$ cat config.mk
export PLATFORM = sky130hd
export DESIGN_NAME = intwb_pipe_array
export DESIGN_NICKNAME = d
export VERILOG_FILES = /design/src/rtl/intwb_pipe_array.sv
export SDC_FILE = /design/constraint.sdc
export NUM_CORES = 1
export LEC_CHECK = 0
export BUFFER_PORTS_ARGS = -buffer_cell sky130_fd_sc_hd__buf_2
export CELL_PAD_IN_SITES_DETAIL_PLACEMENT = 2
export CELL_PAD_IN_SITES_GLOBAL_PLACEMENT = 2
export CORE_AREA = 2 2 325 327
export DETAILED_ROUTE_END_ITERATION = 7
export DIE_AREA = 0 0 327 329
export GPL_TIMING_DRIVEN = 0
export HOLD_SLACK_MARGIN = 0.1
export PLACE_DENSITY = 0.48
export SLEW_MARGIN = 20
export SYNTH_ARGS = -nofsm -noshare
export SYNTH_HDL_FRONTEND = slang
export SYNTH_SLANG_ARGS = --single-unit
$ cat constraint.sdc
create_clock -name clock -period 17.9 [get_ports clock]
set_input_delay 0.895 -clock clock [delete_from_list [all_inputs] [get_ports clock]]
set_output_delay 0.895 -clock clock [all_outputs]
set_load 0.05 [all_outputs]
$ cat src/rtl/intwb_pipe_array.sv
// Multi-lane integer writeback stage: registers per-lane results and selects the oldest
// same-cycle mispredict redirect as a single-cycle flush, killing younger lanes.
module intwb_pipe_array #(
  parameter int unsigned NUM_LANES = 2,
  parameter int unsigned ROBID_W   = 7,
  parameter int unsigned PREG_W    = 6,
  parameter int unsigned RESULT_W  = 64,
  parameter int unsigned PC_W      = 64
) (
  input  logic                          clock,
  input  logic                          reset_n,
  input  logic [NUM_LANES-1:0]          in_valid,
  input  logic [NUM_LANES*ROBID_W-1:0]  in_robid,
  input  logic [NUM_LANES*PREG_W-1:0]   in_prd,
  input  logic [NUM_LANES-1:0]          in_need_to_wb,
  input  logic [NUM_LANES*RESULT_W-1:0] in_result,
  input  logic [NUM_LANES*PC_W-1:0]     in_pc,
  input  logic [NUM_LANES-1:0]          in_redirect_valid,
  input  logic [NUM_LANES*PC_W-1:0]     in_redirect_target,
  output logic [NUM_LANES-1:0]          wb_valid,
  output logic [NUM_LANES*ROBID_W-1:0]  wb_robid,
  output logic [NUM_LANES*PREG_W-1:0]   wb_prd,
  output logic [NUM_LANES-1:0]          wb_need_to_wb,
  output logic [NUM_LANES*RESULT_W-1:0] wb_result,
  output logic [NUM_LANES*PC_W-1:0]     wb_pc,
  output logic                          flush_valid,
  output logic [ROBID_W-1:0]            flush_robid,
  output logic [PC_W-1:0]               flush_target,
  output logic [31:0]                   redirect_cnt,
  output logic [31:0]                   kill_cnt
);

  // MSB is the wrap bit: differing wrap bits invert the ordering of the low bits.
  function automatic logic is_older(input logic [ROBID_W-1:0] a, input logic [ROBID_W-1:0] b);
    if (a[ROBID_W-1] == b[ROBID_W-1]) return a[ROBID_W-2:0] < b[ROBID_W-2:0];
    else                              return a[ROBID_W-2:0] > b[ROBID_W-2:0];
  endfunction

  logic [NUM_LANES-1:0]          wb_valid_q, wb_valid_d;
  logic [NUM_LANES*ROBID_W-1:0]  wb_robid_q, wb_robid_d;
  logic [NUM_LANES*PREG_W-1:0]   wb_prd_q, wb_prd_d;
  logic [NUM_LANES-1:0]          wb_need_q, wb_need_d;
  logic [NUM_LANES*RESULT_W-1:0] wb_result_q, wb_result_d;
  logic [NUM_LANES*PC_W-1:0]     wb_pc_q, wb_pc_d;
  logic                          flush_valid_q, flush_valid_d;
  logic [ROBID_W-1:0]            flush_robid_q, flush_robid_d;
  logic [PC_W-1:0]               flush_target_q, flush_target_d;
  logic [31:0]                   redirect_cnt_q, redirect_cnt_d;
  logic [31:0]                   kill_cnt_q, kill_cnt_d;

  logic [NUM_LANES-1:0] stale_kill, cand, kill, live;
  logic                 r_found;
  logic [ROBID_W-1:0]   r_robid;
  logic [PC_W-1:0]      r_target;
  logic [31:0]          kill_num;
  logic [32:0]          kill_sum;

  always_comb begin
    stale_kill = '0;
    cand       = '0;
    kill       = '0;
    live       = '0;
    r_found    = 1'b0;
    r_robid    = '0;
    r_target   = '0;
    kill_num   = '0;
    for (int i = 0; i < NUM_LANES; i++) begin
      stale_kill[i] = flush_valid_q && is_older(flush_robid_q, in_robid[i*ROBID_W +: ROBID_W]);
      cand[i]       = in_valid[i] && in_redirect_valid[i] && !stale_kill[i];
    end
    // Strictly-older replacement keeps the lowest lane on an (illegal) id tie.
    for (int i = 0; i < NUM_LANES; i++) begin
      if (cand[i] && (!r_found || is_older(in_robid[i*ROBID_W +: ROBID_W], r_robid))) begin
        r_found  = 1'b1;
        r_robid  = in_robid[i*ROBID_W +: ROBID_W];
        r_target = in_redirect_target[i*PC_W +: PC_W];
      end
    end
    for (int i = 0; i < NUM_LANES; i++) begin
      kill[i] = in_valid[i] && (stale_kill[i] ||
                (r_found && is_older(r_robid, in_robid[i*ROBID_W +: ROBID_W])));
      live[i] = in_valid[i] && !kill[i];
      kill_num = kill_num + 32'(kill[i]);
    end
  end

  always_comb begin
    wb_valid_d  = live;
    wb_robid_d  = wb_robid_q;
    wb_prd_d    = wb_prd_q;
    wb_need_d   = wb_need_q;
    wb_result_d = wb_result_q;
    wb_pc_d     = wb_pc_q;
    for (int i = 0; i < NUM_LANES; i++) begin
      if (live[i]) begin
        wb_robid_d[i*ROBID_W +: ROBID_W]    = in_robid[i*ROBID_W +: ROBID_W];
        wb_prd_d[i*PREG_W +: PREG_W]        = in_prd[i*PREG_W +: PREG_W];
        wb_need_d[i]                        = in_need_to_wb[i];
        wb_result_d[i*RESULT_W +: RESULT_W] = in_result[i*RESULT_W +: RESULT_W];
        wb_pc_d[i*PC_W +: PC_W]             = in_pc[i*PC_W +: PC_W];
      end
    end
    flush_valid_d  = r_found;
    flush_robid_d  = r_found ? r_robid : flush_robid_q;
    flush_target_d = r_found ? r_target : flush_target_q;
    redirect_cnt_d = (r_found && redirect_cnt_q != 32'hFFFF_FFFF) ? redirect_cnt_q + 32'd1
                                                                  : redirect_cnt_q;
    kill_sum       = {1'b0, kill_cnt_q} + {1'b0, kill_num};
    kill_cnt_d     = kill_sum[32] ? 32'hFFFF_FFFF : kill_sum[31:0];
  end

  always_ff @(posedge clock or negedge reset_n) begin
    if (!reset_n) begin
      wb_valid_q     <= '0;
      wb_robid_q     <= '0;
      wb_prd_q       <= '0;
      wb_need_q      <= '0;
      wb_result_q    <= '0;
      wb_pc_q        <= '0;
      flush_valid_q  <= 1'b0;
      flush_robid_q  <= '0;
      flush_target_q <= '0;
      redirect_cnt_q <= '0;
      kill_cnt_q     <= '0;
    end else begin
      wb_valid_q     <= wb_valid_d;
      wb_robid_q     <= wb_robid_d;
      wb_prd_q       <= wb_prd_d;
      wb_need_q      <= wb_need_d;
      wb_result_q    <= wb_result_d;
      wb_pc_q        <= wb_pc_d;
      flush_valid_q  <= flush_valid_d;
      flush_robid_q  <= flush_robid_d;
      flush_target_q <= flush_target_d;
      redirect_cnt_q <= redirect_cnt_d;
      kill_cnt_q     <= kill_cnt_d;
    end
  end

  assign wb_valid      = wb_valid_q;
  assign wb_robid      = wb_robid_q;
  assign wb_prd        = wb_prd_q;
  assign wb_need_to_wb = wb_need_q;
  assign wb_result     = wb_result_q;
  assign wb_pc         = wb_pc_q;
  assign flush_valid   = flush_valid_q;
  assign flush_robid   = flush_robid_q;
  assign flush_target  = flush_target_q;
  assign redirect_cnt  = redirect_cnt_q;
  assign kill_cnt      = kill_cnt_q;

endmodule

==> impl_metrics.env, run 1 <==
export IMPL_status="finished, final reports clean"
export IMPL_drtPass1Iterations=4
export IMPL_clock_sinks=422
export IMPL_rr_worst_depth=35
export IMPL_start_util_pct=17.0
export IMPL_grt_pass1_vias=16324
export IMPL_fillers=11643
export IMPL_rsz0062_at_grt="false"
export IMPL_cts_buffer_depth=3
export IMPL_viasPerCell=3.93
export IMPL_cpPeakStageDelay_ns=0.76
export IMPL_clkPwrFrac_pct=20.2
export IMPL_min_to="wb_result[66]"
export IMPL_port_buffers=838
export IMPL_final_cell_mix="buf_2 (854), dfrtp_1 (422), mux2_2 (149), nor2_1 (141), nand2_1 (81)"
export IMPL_track_usage_pct=14.4
export IMPL_slew_headroom_pct=38.7
export IMPL_fin_tns_setup_ns=0
export IMPL_synthXorXnorAreaFrac_pct=2.76
export IMPL_postSynthCellCount=1339
export IMPL_swShare_pct=50.5
export IMPL_final_common_cell="buf_2"
export IMPL_die_h_um=329
export IMPL_timing_final_crit_share_pct=56.8
export IMPL_cts_root_buf="clkbuf_16"
export IMPL_layout_drive_gt1_share_pct=52.3
export IMPL_worst_r2r_startpoint="flush_robid[5]"
export IMPL_fin_skew_ns=0.0163
export IMPL_drv_slew=0
export IMPL_num_vias=14465
export IMPL_muxShareOfSynthArea_pct=19.7
export IMPL_critical_path_required_ns=18.45
export IMPL_syn_nets=1790
export IMPL_grt_ovfl_total=0
export IMPL_finalNetCount=2692
export IMPL_combinationalPowerShare_pct=51.8
export IMPL_fin_cells=3677
export IMPL_endpoint_kind="flop"
export IMPL_seq_power_share_pct=28.1
export IMPL_multi_input_area_um2=6750
export IMPL_synth_compound_area_share_pct=4.05
export IMPL_clock_latency_ns=0.63
export IMPL_synth_async_reset_ratio_pct=100
export IMPL_critPathBufInv=7
export IMPL_htree_levels=2
export IMPL_synth_top_family_by_area="multiplexers"
export IMPL_power_leakage_nw=12.5
export IMPL_finalHoldViolCount=0
export IMPL_worst_slew_pin_slew_ns=0.913
export IMPL_power_density_nw_per_um2=220
export IMPL_reg2reg_to="kill_cnt[4]"
export IMPL_post_cts_buffers=0
export IMPL_place_inst=3573
export IMPL_antenna_found_initial=24
export IMPL_worstHoldStart="in_result[66]"
export IMPL_syn_avg_cell_area_um2=13.3
export IMPL_fmax_ghz=0.0984
export IMPL_row_count=119
export IMPL_hold_depth=2
export IMPL_numCtsBuffers=56
export IMPL_cap_violations=0
export IMPL_drcViolationCount=0
export IMPL_setup_violations=0
export IMPL_period_minus_slack_ns=10.17
export IMPL_syn_area_um2=17700
export IMPL_worstSetupPathType="in -> reg"
export IMPL_hp_class="in -> reg"
export IMPL_synth_seq_area_share_pct=59.5
export IMPL_core_area_um2=104000
export IMPL_crit_slowest_cell="a211oi_1"
export IMPL_seq_area_um2=10600
export IMPL_yosysUniqueCellTypes=52
export IMPL_worst_setup_path_start_kind="primary input"
export IMPL_cpMostUsedCell="nand2_1"
export IMPL_path_clk_slew_ns=0.06
export IMPL_power_switching_w=0.00286
export IMPL_yosys_warnings=0
export IMPL_crit_family="simple AND/OR/NAND/NOR gates"
export IMPL_arrival_ns=10.72
export IMPL_grt_max_degree=89
export IMPL_synth_edf_count=0
export IMPL_routedWlPerCell_um=21.7
export IMPL_grt_pass1_wl_um=115000
export IMPL_area_growth_syn_to_layout_pct=44.9
export IMPL_intPower_w=0.00280
export IMPL_ant_nets=0
export IMPL_synth_seq_cells=422
export IMPL_reg2reg_slack_ns=7.87
export IMPL_cts_tree="built"
export IMPL_synthSimpleGateAreaFrac_pct=9.13
export IMPL_path_max_fanout=10
export IMPL_die_area_um2=108000
export IMPL_vdd_drop_max_mv=0.0895
export IMPL_routed_wl_um=79600
export IMPL_drt_initial_drc_count=358
export IMPL_synth_ff_type="dfrtp_1"
export IMPL_place_gp_congestion=0.839
export IMPL_die_width_um=327
export IMPL_ios=840
export IMPL_dpl_hpwl_um=64500
export IMPL_synthAdderAreaFrac_pct=2.37
stage by stage:
step / power, W / instance area (µm²) / setup WS [ns] / util, % / hold slack (ns)
5_1_grt: 0.00597 / 25700 / 6.67 / 24.6 / 0.434
6_report: 0.00567 / 25700 / 7.73 / 24.6 / 0.474
3_5_place_dp: 0.00459 / 23800 / 6.75 / 22.8 / 0.472
2_1_floorplan: 0.00369 / 17700 / 10.12 / - / 0.599
4_1_cts: 0.00578 / 25700 / 7.42 / 24.6 / 0.405
3_3_place_gp: 0.00454 / 23700 / 6.57 / 22.7 / 0.465
flip-flops by register name, indices dropped and copies added, names as in the netlist:
register and cells:
flush_valid 1, wb_need_to_wb 2, wb_valid 2, wb_robid 14, flush_robid 7, wb_pc 128
redirect_cnt 32, kill_cnt 32, wb_result 128, flush_target 64, wb_prd 12
final cells by class:
cell class | instances | share of cell area [%]
antenna | 7 | 0.0681
inverter | 24 | 0.350
clock buffer | 81 | 6.36
sequential | 422 | 41.1
tap | 1391 | 6.77
buffer | 57 | 1.38
clock inverter | 15 | 0.847
multi-input combinational | 836 | 26.2
timing repair buffer | 844 | 16.9
worst max-delay path by stage:
stage / from / endpoint / slack [ns] / cells past startpoint
2_1_floorplan: in_robid[5] / kill_cnt[10] / 10.12 / 36
3_3_place_gp: reset_n / wb_result[29] / 6.57 / 1
3_5_place_dp: in_robid[5] / kill_cnt[6] / 6.75 / 37
4_1_cts: in_robid[5] / kill_cnt[4] / 7.42 / 37
5_1_grt: in_robid[5] / kill_cnt[4] / 6.67 / 37
6_report: in_robid[5] / kill_cnt[4] / 7.73 / 37
metal layers:
layer | share of wire (%) | vias up | global-route usage (%)
li1 | - | 6511 | -
met1 | 38 | 7268 | 16.0
met2 | 51 | 530 | 25.7
met3 | 8.1 | 140 | 4.90
met4 | 3.3 | 16 | 5.01
met5 | 0.14 | - | 0
cell usage after synthesis, types with 2 or more instances:
master	count	share of area, %
dfrtp_1	422	60
mux2_2	149	9.5
nor2_1	141	3.0
nand2_1	81	1.7
mux2_1	69	4.4
mux2_4	69	5.8
o22ai_1	64	2.3
nand3_1	45	1.3
ha_1	32	2.3
xnor2_1	29	1.4
xor2_1	27	1.3
inv_1	24	0.51
clkbuf_1	22	0.47
and3_1	19	0.67
nand4_1	18	0.63
buf_2	17	0.48
a21oi_1	16	0.45
buf_6	16	1.0
and4_1	9	0.44
o21ai_0	9	0.25
nor3_1	6	0.17
nor2b_1	5	0.18
or3_1	5	0.18
and2_1	4	0.14
nand2b_1	3	0.11
nor4_1	3	0.11
o21a_1	3	0.13
o21ai_1	3	0.085
a211oi_1	2	0.085
a21o_1	2	0.085
a31o_1	2	0.099
buf_1	2	0.042
nor3_2	2	0.11
kinds of logic after synthesis:
group           after synthesis
fa+ha+maj                    33
buf+inv                      81
simple gates                347
mux                         287
compound gates              113
xor+xnor                     56
flops                       422
timing repair:
item / 4_1_cts / 5_1_grt
resized for setup: 0 / 0
endpoints found under the setup margin: 0 / 0
hold buffers: 1 / 0
endpoints found under the hold margin: 26 / 0
power by group through the flow:
stage | sequential [W] | clock [W] | combinational, W
after floorplan | 0.00306 | 0 | 0.000631
after global placement | 0.00159 | 0 | 0.00295
after global routing | 0.00166 | 0.00123 | 0.00308
final | 0.00159 | 0.00114 | 0.00293
after CTS | 0.00160 | 0.00120 | 0.00298
after detailed placement | 0.00161 | 0 | 0.00298
No activity file was read; power rests on OpenSTA's default activity.
==> inputs of run 2 (changes only) <==
--- a/config.mk
+++ b/config.mk
@@ -8,9 +8,9 @@
 export BUFFER_PORTS_ARGS = -buffer_cell sky130_fd_sc_hd__buf_2
 export CELL_PAD_IN_SITES_DETAIL_PLACEMENT = 2
 export CELL_PAD_IN_SITES_GLOBAL_PLACEMENT = 2
-export CORE_AREA = 2 2 325 327
+export CORE_AREA = 2 2 326 328
 export DETAILED_ROUTE_END_ITERATION = 7
-export DIE_AREA = 0 0 327 329
+export DIE_AREA = 0 0 328 330
 export GPL_TIMING_DRIVEN = 0
 export HOLD_SLACK_MARGIN = 0.1
 export PLACE_DENSITY = 0.48
==> constraint.sdc (replaced) <==
create_clock -name clock -period 10.4 [get_ports clock]
set_input_delay 0.52 -clock clock [delete_from_list [all_inputs] [get_ports clock]]
set_output_delay 0.52 -clock clock [all_outputs]
set_load 0.05 [all_outputs]
==> run 2 against run 1 <==
  * Clock power increased by 76%
  * Non-clock buffer count increased by 291
  * Design area is 12% higher
  * Clock skew is 0.0060 ns higher
  * Sequential power up 74%
  * Sequential share of layout area decreased by 4.3 points
==> impl_metrics.env, run 2 (same netlist as run 1, synthesis figures left out) <==
export IMPL_core_area_um2=105000
export IMPL_layout_drive_gt1_share_pct=46.7
export IMPL_status="finished, final reports clean"
export IMPL_reg2reg_to="kill_cnt[9]"
export IMPL_cts_root_buf="clkbuf_16"
export IMPL_drcViolationCount=0
export IMPL_antenna_found_initial=9
export IMPL_dpl_hpwl_um=63400
export IMPL_num_vias=15585
export IMPL_start_util_pct=17.0
export IMPL_vdd_drop_max_mv=0.175
export IMPL_intPower_w=0.00493
export IMPL_die_area_um2=108000
export IMPL_cts_buffer_depth=3
export IMPL_power_leakage_nw=13.8
export IMPL_finalNetCount=2982
export IMPL_rr_worst_depth=35
export IMPL_area_growth_syn_to_layout_pct=61.6
export IMPL_cap_violations=0
export IMPL_place_gp_congestion=0.780
export IMPL_worstSetupPathType="reg -> reg"
export IMPL_endpoint_kind="flop"
export IMPL_ios=840
export IMPL_hold_slack_ns=0.164
export IMPL_grt_pass1_vias=17906
export IMPL_die_h_um=330
export IMPL_cts_tree="built"
export IMPL_grt_max_degree=91
export IMPL_fillers=11486
export IMPL_critical_path_required_ns=10.97
export IMPL_htree_levels=2
export IMPL_clock_sinks=422
export IMPL_seq_power_share_pct=27.8
export IMPL_drtPass1Iterations=4
export IMPL_fin_skew_ns=0.0223
export IMPL_fin_cells=3969
export IMPL_grt_ovfl_total=0
export IMPL_period_minus_slack_ns=9.21
export IMPL_drt_initial_drc_count=285
export IMPL_port_buffers=838
export IMPL_combinationalPowerShare_pct=51.9
export IMPL_viasPerCell=3.93
export IMPL_crit_slowest_cell="dfrtp_1"
export IMPL_min_to="flush_target[48]"
export IMPL_slew_headroom_pct=34.7
export IMPL_cpPeakStageDelay_ns=0.46
export IMPL_routedWlPerCell_um=20.7
export IMPL_hp_class="in -> reg"
export IMPL_die_width_um=328
export IMPL_worst_slew_pin_slew_ns=0.973
export IMPL_timing_final_crit_share_pct=88.6
export IMPL_swShare_pct=50.3
export IMPL_power_density_nw_per_um2=345
export IMPL_worstHoldStart="in_redirect_target[48]"
export IMPL_final_common_cell="buf_2"
export IMPL_numCtsBuffers=55
export IMPL_clock_latency_ns=0.64
export IMPL_routed_wl_um=82100
export IMPL_reg2reg_slack_ns=1.19
export IMPL_drv_slew=0
export IMPL_rsz0062_at_grt="false"
export IMPL_arrival_ns=9.78
export IMPL_final_cell_mix="buf_2 (854), dfrtp_1 (422), dlygate4sd3_1 (292), mux2_2 (149), nor2_1 (141)"
export IMPL_setup_violations=0
export IMPL_path_max_fanout=16
export IMPL_fmax_ghz=0.109
export IMPL_grt_pass1_wl_um=120000
export IMPL_clkPwrFrac_pct=20.3
export IMPL_power_switching_w=0.00498
export IMPL_row_count=119
export IMPL_hold_depth=3
export IMPL_worst_setup_path_start_kind="flop"
export IMPL_worst_r2r_startpoint="flush_robid[5]"
export IMPL_track_usage_pct=14.8
export IMPL_post_cts_buffers=0
export IMPL_ant_nets=0
export IMPL_finalHoldViolCount=0
export IMPL_path_clk_slew_ns=0.06
export IMPL_place_inst=3574
==> run 2: cell types whose count changed in the layout (fill, tap and decap cells not counted), sizes merged <==
cell / change
buf: +1
bufinv: +2
clkbuf: -5
clkinv: +9
clkinvlp: -1
diode: -5
dlygate4sd3: +291
==> run 2: power groups by stage <==
stage	Combinational, W	Sequential (W)	Clock [W]
finish	0.00514	0.00276	0.00201
global route	0.00540	0.00286	0.00217
CTS	0.00521	0.00277	0.00211
detailed placement	0.00510	0.00279	0
global placement	0.00505	0.00275	0
floorplan	0.00109	0.00526	0
==> run 2: worst max-delay path by stage <==
stage | end | slack (ns) | cells after the start | start
floorplan | kill_cnt[10] | 2.86 | 35 | flush_robid[5]
global placement | kill_cnt[12] | -0.82 | 37 | in_robid[5]
detailed placement | kill_cnt[7] | -0.16 | 38 | in_robid[5]
CTS | kill_cnt[9] | 0.19 | 36 | flush_robid[5]
global route | kill_cnt[8] | 0.19 | 35 | flush_robid[5]
finish | kill_cnt[9] | 1.19 | 35 | flush_robid[5]
==> run 2: layout make-up <==
cell class	instances	area, µm²	area share (%)
Sequential cell	422	10600	36.8
Buffer	56	353	1.23
Tap cell	1391	1740	6.07
Timing Repair Buffer	1136	7280	25.4
Clock buffer	77	1580	5.50
Inverter	24	90.1	0.314
Clock inverter	25	329	1.15
Multi-Input combinational cell	836	6760	23.5
Antenna cell	2	5.00	0.0174
==> run 2: stage by stage <==
step           power, W  setup WS, ns  util, %  setup TNS, ns  cell area (µm²)
2_1_floorplan   0.00635          2.86        -              0            17700
3_3_place_gp    0.00780        -0.819     22.6        -184.65            23700
3_5_place_dp    0.00789        -0.163     22.8          -2.83            23800
4_1_cts          0.0101         0.185     27.4              0            28700
5_1_grt          0.0104         0.191     27.4              0            28700
6_report        0.00991          1.19     27.4              0            28700
==> run 2: per-layer routing <==
layer,vias up,share of wire [%],GRT usage [%]
li1,7100,-,-
met1,7815,38,16.7
met2,540,51,26.3
met3,126,7.3,4.55
met4,4,3.2,4.93
met5,-,0.030,0
==> run 2: critical path: cells and delay by family (launching register included) <==
| family | cells | cell delay [ns] |
|---|---|---|
| and+or+nand+nor | 15 | 3.47 |
| AOI/OAI and AO/OA | 9 | 1.84 |
| buffers and inverters | 6 | 1.74 |
| adders and majority gates | 5 | 1.61 |
| DFF | 1 | 0.46 |
==> run 2: timing repair <==
action                                  4_1_cts  5_1_grt
endpoints found under the setup margin        0       31
hold endpoints to repair                    350        0
hold buffers                                292        0
gates resized for setup                       0        4
==> inputs of run 3 (changes only) <==
--- a/config.mk
+++ b/config.mk
@@ -6,14 +6,15 @@
 export NUM_CORES = 1
 export LEC_CHECK = 0
 export BUFFER_PORTS_ARGS = -buffer_cell sky130_fd_sc_hd__buf_2
-export CELL_PAD_IN_SITES_DETAIL_PLACEMENT = 2
+export CELL_PAD_IN_SITES_DETAIL_PLACEMENT = 0
 export CELL_PAD_IN_SITES_GLOBAL_PLACEMENT = 2
 export CORE_AREA = 2 2 326 328
 export DETAILED_ROUTE_END_ITERATION = 7
 export DIE_AREA = 0 0 328 330
+export GPL_ROUTABILITY_DRIVEN = 0
 export GPL_TIMING_DRIVEN = 0
 export HOLD_SLACK_MARGIN = 0.1
-export PLACE_DENSITY = 0.48
+export PLACE_DENSITY_LB_ADDON = 0.1
 export SLEW_MARGIN = 20
 export SYNTH_ARGS = -nofsm -noshare
 export SYNTH_HDL_FRONTEND = slang
==> run 3 against run 2 <==
  * Fmax fell by 4.2%
  * Total power fell by 1.6%
  * Via count fell by 3.6%
  * Core utilization fell by 0.12 points
  * Register-to-register slack got worse by 0.21 ns
  * Clock power fell by 4%
  * Critical endpoint is now kill_cnt[31]
==> impl_metrics.env, run 3 (same netlist as run 1, synthesis figures left out) <==
export IMPL_period_minus_slack_ns=9.61
export IMPL_core_area_um2=105000
export IMPL_endpoint_kind="flop"
export IMPL_num_vias=15027
export IMPL_clkPwrFrac_pct=19.8
export IMPL_path_clk_slew_ns=0.06
export IMPL_vdd_drop_max_mv=0.185
export IMPL_setup_violations=0
export IMPL_finalHoldViolCount=0
export IMPL_combinationalPowerShare_pct=52.4
export IMPL_cpPeakStageDelay_ns=0.80
export IMPL_worst_setup_path_start_kind="primary input"
export IMPL_hp_class="in -> reg"
export IMPL_row_count=119
export IMPL_die_width_um=328
export IMPL_place_ws_ns=-0.0924
export IMPL_track_usage_pct=13.9
export IMPL_intPower_w=0.00485
export IMPL_final_cell_mix="buf_2 (854), dfrtp_1 (422), dlygate4sd3_1 (289), mux2_2 (149), nor2_1 (141)"
export IMPL_cts_root_buf="clkbuf_16"
export IMPL_antenna_found_initial=12
export IMPL_layout_drive_gt1_share_pct=46.4
export IMPL_cts_tree="built"
export IMPL_area_growth_syn_to_layout_pct=61.0
export IMPL_worst_slew_pin_slew_ns=1.02
export IMPL_hold_depth=2
export IMPL_power_leakage_nw=13.7
export IMPL_cpMostUsedCell="a21oi_1"
export IMPL_path_max_fanout=10
export IMPL_dpl_hpwl_um=62400
export IMPL_critical_path_required_ns=10.92
export IMPL_reg2reg_slack_ns=0.98
export IMPL_grt_pass1_vias=16191
export IMPL_grt_ovfl_total=0
export IMPL_arrival_ns=10.14
export IMPL_cts_buffer_depth=3
export IMPL_rsz0062_at_grt="false"
export IMPL_start_util_pct=17.0
export IMPL_power_density_nw_per_um2=342
export IMPL_cap_violations=0
export IMPL_timing_final_crit_share_pct=92.4
export IMPL_drcViolationCount=0
export IMPL_swShare_pct=50.3
export IMPL_drt_initial_drc_count=431
export IMPL_port_buffers=838
export IMPL_fin_cells=3965
export IMPL_place_inst=3573
export IMPL_fin_area_um2=28600
export IMPL_worstSetupPathType="in -> reg"
export IMPL_clock_sinks=422
export IMPL_post_cts_buffers=0
export IMPL_rr_worst_depth=32
export IMPL_seq_power_share_pct=27.8
export IMPL_drv_slew=0
export IMPL_routedWlPerCell_um=19.8
export IMPL_p_total_w=0.00976
export IMPL_grt_pass1_wl_um=111000
export IMPL_finalWorstSetupSlack_ns=0.785
export IMPL_ios=840
export IMPL_startpoint="in_robid[4]"
export IMPL_die_area_um2=108000
export IMPL_place_area_um2=23800
export IMPL_htree_levels=2
export IMPL_ant_nets=0
export IMPL_fmax_ghz=0.104
export IMPL_final_common_cell="buf_2"
export IMPL_worstHoldStart="in_pc[66]"
export IMPL_die_h_um=330
export IMPL_fin_skew_ns=0.0429
export IMPL_numCtsBuffers=56
export IMPL_reg2reg_to="kill_cnt[31]"
export IMPL_crit_path_end="kill_cnt[31]"
export IMPL_crit_slowest_cell="nor3_1"
export IMPL_worst_r2r_startpoint="flush_robid[5]"
export IMPL_finalNetCount=2980
export IMPL_drtPass1Iterations=4
export IMPL_viasPerCell=3.79
export IMPL_routed_wl_um=78600
export IMPL_final_util_pct=27.3
export IMPL_clock_latency_ns=0.65
export IMPL_power_switching_w=0.00490
export IMPL_slew_headroom_pct=31.7
export IMPL_grt_max_degree=85
export IMPL_status="finished, final reports clean"
[run 3: worst max-delay path, delay by kind of cell]
family,cells,cell delay [ns]
AND/OR/NAND/NOR,15,3.75
AO/OA/AOI/OAI,10,2.44
adder cells (fa/ha/maj),4,1.29
buffers and inverters,5,1.83
multiplexers,1,0.29
[run 3: layout make-up]
cell class / instances / area (µm²)
Fill cell: 11094 / 76100
Sequential cell: 422 / 10600
Timing Repair Buffer: 1132 / 7230
Multi-Input combinational cell: 836 / 6760
Tap cell: 1391 / 1740
Clock buffer: 82 / 1610
Buffer: 57 / 357
Clock inverter: 14 / 203
Inverter: 24 / 90.1
Antenna cell: 7 / 17.5
[run 3: routing by layer]
metal | GRT usage [%] | share of wire [%] | up-vias
met5 | 0 | 0.060 | -
met4 | 4.88 | 2.7 | 8
met3 | 4.31 | 7.5 | 101
met2 | 25.2 | 52 | 501
met1 | 15.3 | 38 | 7303
li1 | - | - | 7114
[run 3: how the worst min path moves through the flow]
stage	to	slack [ns]
floorplan	flush_robid[0]	0.22
global placement	wb_result[70]	0.46
detailed placement	wb_pc[56]	0.38
CTS	flush_target[30]	0.10
global route	wb_pc[66]	0.11
finish	wb_pc[66]	0.16
[run 3: what timing repair did]
| item | in CTS | in global routing |
|---|---|---|
| endpoints found under the setup margin | 0 | 30 |
| hold buffers | 289 | 0 |
| gates resized for setup | 0 | 4 |
| endpoints found under the hold margin | 392 | 0 |
[run 3: power by group through the flow]
| stage | logic, W | clock network [W] | registers, W |
|---|---|---|---|
| 3_5_place_dp | 0.00511 | 0 | 0.00275 |
| 4_1_cts | 0.00521 | 0.00203 | 0.00272 |
| 3_3_place_gp | 0.00510 | 0 | 0.00273 |
| 6_report | 0.00512 | 0.00193 | 0.00271 |
| 5_1_grt | 0.00536 | 0.00208 | 0.00282 |
| 2_1_floorplan | 0.00109 | 0 | 0.00526 |
[run 3: through the flow]
stage          setup TNS (ns)  hold WS, ns
3_5_place_dp            -1.40        0.380
3_3_place_gp          -336.00        0.463
6_report                    0        0.156
4_1_cts                     0        0.100
5_1_grt                     0        0.111
2_1_floorplan               0        0.224
